==> config.mk <==
export PLATFORM = sky130hd
export DESIGN_NAME = pingpong_frame_ctrl
export DESIGN_NICKNAME = d
export VERILOG_FILES = /design/src/rtl/pingpong_frame_ctrl.sv
export SDC_FILE = /design/constraint.sdc
export NUM_CORES = 1
export LEC_CHECK = 0
export ABC_AREA = 1
export CAP_MARGIN = 10
export CORE_AREA = 4 4 146 106
export CTS_CLUSTER_SIZE = 30
export DETAILED_ROUTE_END_ITERATION = 10
export DIE_AREA = 0 0 150 110
export HOLD_SLACK_MARGIN = 0.05
export PLACE_DENSITY = 0.91
export SETUP_SLACK_MARGIN = 0.15
export SYNTH_ARGS = -nofsm -noshare
export SYNTH_HDL_FRONTEND = slang
export SYNTH_SLANG_ARGS = --single-unit
==> constraint.sdc <==
create_clock -name clk -period 1.75 [get_ports clk]
set_input_delay 0.35 -clock clk [delete_from_list [all_inputs] [get_ports clk]]
set_output_delay 0.35 -clock clk [all_outputs]
set_load 0.02 [all_outputs]
==> src/rtl/pingpong_frame_ctrl.sv <==
// Ping-pong frame buffer controller: host fills one buffer while the display drains
// the other, swapping on frame boundaries and issuing per-buffer RE/WE/Addr/WData.
module pingpong_frame_ctrl #(
   parameter int DEPTH = 10000,
   parameter int AW    = 20,
   parameter int CW    = 16
) (
   input  logic          clk,
   input  logic          reset,
   input  logic          wr_valid,
   input  logic [31:0]   wr_data,
   output logic          wr_ready,
   input  logic          rd_req,
   output logic          pix_valid,
   output logic          rd_sel,
   output logic          WE0,
   output logic          RE0,
   output logic [AW-1:0] Addr0,
   output logic          WE1,
   output logic          RE1,
   output logic [AW-1:0] Addr1,
   output logic [31:0]   WData,
   output logic          frame_done,
   output logic          underrun,
   output logic [CW-1:0] frame_cnt,
   output logic [CW-1:0] underrun_cnt
);

   logic          wr_buf_reg;
   logic          rd_buf_reg;
   logic [1:0]    full_reg;
   logic [1:0]    full_next;
   logic [AW-1:0] wr_addr_reg;
   logic [AW-1:0] rd_addr_reg;
   logic [31:0]   wdata_reg;
   logic          pix_valid_reg;
   logic          rd_sel_reg;
   logic          frame_done_reg;
   logic          underrun_reg;
   logic [CW-1:0] frame_cnt_reg;
   logic [CW-1:0] underrun_cnt_reg;

   logic wr_acc;
   logic rd_acc;
   logic rd_miss;
   logic wr_last;
   logic rd_last;

   assign wr_ready = !full_reg[wr_buf_reg];
   assign wr_acc   = wr_valid && wr_ready;
   assign rd_acc   = rd_req && full_reg[rd_buf_reg];
   assign rd_miss  = rd_req && !full_reg[rd_buf_reg];
   assign wr_last  = (wr_addr_reg == AW'(DEPTH - 1));
   assign rd_last  = (rd_addr_reg == AW'(DEPTH - 1));

   // The filling buffer is never full and the draining one always is, so the
   // set and the clear below can never target the same bit.
   always_comb begin
      full_next = full_reg;
      if (wr_acc && wr_last)
         full_next[wr_buf_reg] = 1'b1;
      if (rd_acc && rd_last)
         full_next[rd_buf_reg] = 1'b0;
   end

   always_ff @(posedge clk) begin
      if (reset) begin
         wr_buf_reg       <= 1'b0;
         rd_buf_reg       <= 1'b0;
         full_reg         <= 2'b00;
         wr_addr_reg      <= '0;
         rd_addr_reg      <= '0;
         wdata_reg        <= '0;
         pix_valid_reg    <= 1'b0;
         rd_sel_reg       <= 1'b0;
         frame_done_reg   <= 1'b0;
         underrun_reg     <= 1'b0;
         frame_cnt_reg    <= '0;
         underrun_cnt_reg <= '0;
      end else begin
         full_reg <= full_next;

         if (wr_acc) begin
            wdata_reg <= wr_data;
            if (wr_last) begin
               wr_addr_reg <= '0;
               wr_buf_reg  <= ~wr_buf_reg;
            end else begin
               wr_addr_reg <= wr_addr_reg + AW'(1);
            end
         end

         if (rd_acc) begin
            rd_sel_reg <= rd_buf_reg;
            if (rd_last) begin
               rd_addr_reg <= '0;
               rd_buf_reg  <= ~rd_buf_reg;
            end else begin
               rd_addr_reg <= rd_addr_reg + AW'(1);
            end
         end

         // Buffer read data lands one cycle after its RE strobe.
         pix_valid_reg  <= RE0 | RE1;
         frame_done_reg <= rd_acc && rd_last;
         underrun_reg   <= rd_miss;

         if (rd_acc && rd_last)
            frame_cnt_reg <= frame_cnt_reg + CW'(1);
         if (rd_miss && (underrun_cnt_reg != {CW{1'b1}}))
            underrun_cnt_reg <= underrun_cnt_reg + CW'(1);
      end
   end

   // Per-buffer strobes and address mux; only one side ever targets a buffer.
   genvar gi;
   generate
      for (gi = 0; gi < 2; gi++) begin : g_buf
         logic          we_reg;
         logic          re_reg;
         logic [AW-1:0] addr_reg;
         logic          wr_hit;
         logic          rd_hit;

         assign wr_hit = wr_acc && (wr_buf_reg == 1'(gi));
         assign rd_hit = rd_acc && (rd_buf_reg == 1'(gi));

         always_ff @(posedge clk) begin
            if (reset) begin
               we_reg   <= 1'b0;
               re_reg   <= 1'b0;
               addr_reg <= '0;
            end else begin
               we_reg <= wr_hit;
               re_reg <= rd_hit;
               if (wr_hit)
                  addr_reg <= wr_addr_reg;
               else if (rd_hit)
                  addr_reg <= rd_addr_reg;
            end
         end
      end
   endgenerate

   assign WE0          = g_buf[0].we_reg;
   assign RE0          = g_buf[0].re_reg;
   assign Addr0        = g_buf[0].addr_reg;
   assign WE1          = g_buf[1].we_reg;
   assign RE1          = g_buf[1].re_reg;
   assign Addr1        = g_buf[1].addr_reg;
   assign WData        = wdata_reg;
   assign pix_valid    = pix_valid_reg;
   assign rd_sel       = rd_sel_reg;
   assign frame_done   = frame_done_reg;
   assign underrun     = underrun_reg;
   assign frame_cnt    = frame_cnt_reg;
   assign underrun_cnt = underrun_cnt_reg;

endmodule

==> impl_metrics.json <==
{
  "htree_levels": 4,
  "gp_congestion": 0.947,
  "numCtsBuffers": 17,
  "hold_viol_final": 0,
  "synth-edff-count": 0,
  "nNetsFinal": 1254,
  "end_kind": "primary output",
  "cts.sink_count": 156,
  "finalClockSkew_ps": 10.9,
  "path_max_fanout": 5,
  "pre_cts_slack_ps": -247,
  "fin_crit_sh_pct": 89.5,
  "synth_nets": 1063,
  "clockRootBuffer": "clkbuf_16",
  "synth_area_per_cell_sq_um": 7.04,
  "die_w_um": 150,
  "synth_area_sq_um": 7200,
  "grt_use_met3_pct": 7.36,
  "clkLatencyLatePin_ps": 420,
  "cts_buffer_depth": 2,
  "top_usage_layer": "met2",
  "remaining_drc_errors": 0,
  "syn_to_final_growth_pct": 38.6,
  "via_count": 7711,
  "initial_core_util_pct": 51.9,
  "synthTopCellsByCount": "nand2_1 (315), dfxtp_1 (156), nor2_1 (100)",
  "finalMaxSlewViolations": 0,
  "grt_first_pass_wirelength_um": 34500,
  "routed_wl_um": 22200,
  "wire_per_inst_um": 15.7,
  "largest_register_ffs": 32,
  "drive_gt1_share_pct": 14.4,
  "p_leak_nw": 4.13,
  "crit_family": "flip-flops",
  "place_hpwl_um": 15500,
  "grt_usage_pct": 26.2,
  "critPathBufInv": 1,
  "grt_max_degree": 90,
  "synth_most_common_cell": "nand2_1",
  "fin_area_sq_um": 9980,
  "core_sq_um": 13900,
  "grt_pass1_vias": 7070,
  "rows": 36,
  "slowest_delay_ps": 440,
  "insertedDiodeCount": 0,
  "worst_slew_pin_slew_ps": 461,
  "worstPathArrival_ps": 1220,
  "drt_iter0_drc": 692,
  "cap_violations": 0,
  "drt.antenna.violating_nets": 0,
  "hold_class": "input pin to register",
  "port_buffers": 148,
  "async_reset_ff_share_pct": 0,
  "dominantRegCellSynth": "dfxtp_1",
  "dpl_cell_area_sq_um": 9240,
  "fin_cells": 1417,
  "synth_top_cells_by_area": "dfxtp_1 (43%), nand2_1 (16%), a21oi_1 (5.4%), nor2_1 (5.2%), nand3_1 (4.0%)",
  "ys_warn_count": 0,
  "die_y_um": 110,
  "grtUsageMet2_pct": 40.4,
  "first_pass_iters": 6,
  "final_util_pct": 72.0,
  "antenna_found_initial": 0,
  "whs_ps": 437,
  "layout_setup_ws_ps": 184,
  "post-route-min-period_ps": 1570,
  "outcome": "finished, final reports clean",
  "worstPathRequired_ps": 1400,
  "critPathSlowestCell": "dfxtp_1",
  "path_clk_slew_ps": 60,
  "crit_chain": "clkdlybuf4s15_1",
  "dieArea_sq_um": 16500,
  "power_mw": 7.99,
  "synth_top_area_share_pct": 43.4,
  "rsz0062_at_grt": "true",
  "worstSetupPathType": "register to primary output",
  "netlist_instances": 1023,
  "use_met1_pct": 35.2,
  "synth-seq-cells": 156,
  "p_per_area_nw_per_um2": 801,
  "dp_cells": 1375,
  "tns_ps": 0,
  "yosysTopAreaCell": "dfxtp_1",
  "seq_area_frac_synth_pct": 43.4,
  "max_freq_ghz": 0.638,
  "via_per_inst": 5.44,
  "synthDistinctLibCells": 40,
  "cts_tree": "done",
  "max_slew_margin_pct": 69.3,
  "cp-start-kind": "register",
  "ir_drop_uv": 715,
  "setup_viol": 0,
  "ioPinCount": 149,
  "overflow": 0
}
## repair_timing
action,CTS,global route
buffers inserted,1,6
endpoints found under the setup margin,128,73
hold buffers,0,0
gates cloned,0,3
pin swaps,2,7
resized for setup,123,60
## layout by cell type (no fill, tap or decap), types with 27 or more instances in the layout
cell type        instances
xor2_1                  27
nand3_1                 54
clkdlybuf4s50_1         34
a21oi_1                 75
buf_4                   62
nand2_1                311
inv_1                   65
dfxtp_1                140
a31oi_1                 38
o21ai_0                 44
dlygate4sd2_1          102
nor2_1                  92
## report_power, final
group	switching [mW]	internal, mW	leakage [nW]
Combinational	0.352	0.264	2.58
Clock	1.52	2.19	0.275
Sequential	0.0429	3.63	1.28
Total	1.92	6.08	4.13
## cell families after synthesis
| logic type | share of synthesized area [%] |
|---|---|
| flip-flops | 43.4 |
| AO/OA/AOI/OAI | 12.8 |
| buffers and inverters | 7.38 |
| AND/OR/NAND/NOR | 31.2 |
| XOR/XNOR | 4.50 |
| adder cells (fa/ha/maj) | 0.695 |
## worst paths after layout
path,depth (start not counted),to,slack (ps),from
min,3,wr_addr_reg[17],440,reset
max,1,frame_cnt[7],180,frame_cnt[7]
max reg2reg,6,full_reg[1],190,rd_addr_reg[7]
min reg2reg,2,WData[3],460,WData[3]
## final cells by class
| type | count | area [sq um] |
|---|---|---|
| inverter | 73 | 277 |
| multi-input combinational | 745 | 3700 |
| sequential | 156 | 3150 |
| timing repair buffer | 221 | 2030 |
| clock inverter | 12 | 138 |
| tap | 190 | 238 |
| fill | 1111 | 3890 |
| clock buffer | 20 | 457 |
## routing by layer
| metal | share of wire [%] | up-vias | wire length, um |
|---|---|---|---|
| li1 | - | 3724 | - |
| met1 | 42 | 3524 | 9230 |
| met2 | 44 | 417 | 9890 |
| met3 | 12 | 46 | 2610 |
| met4 | 2.3 | 0 | 506 |
| met5 | 0 | - | 0 |
Note: power is estimated with default switching activity, not from simulation.
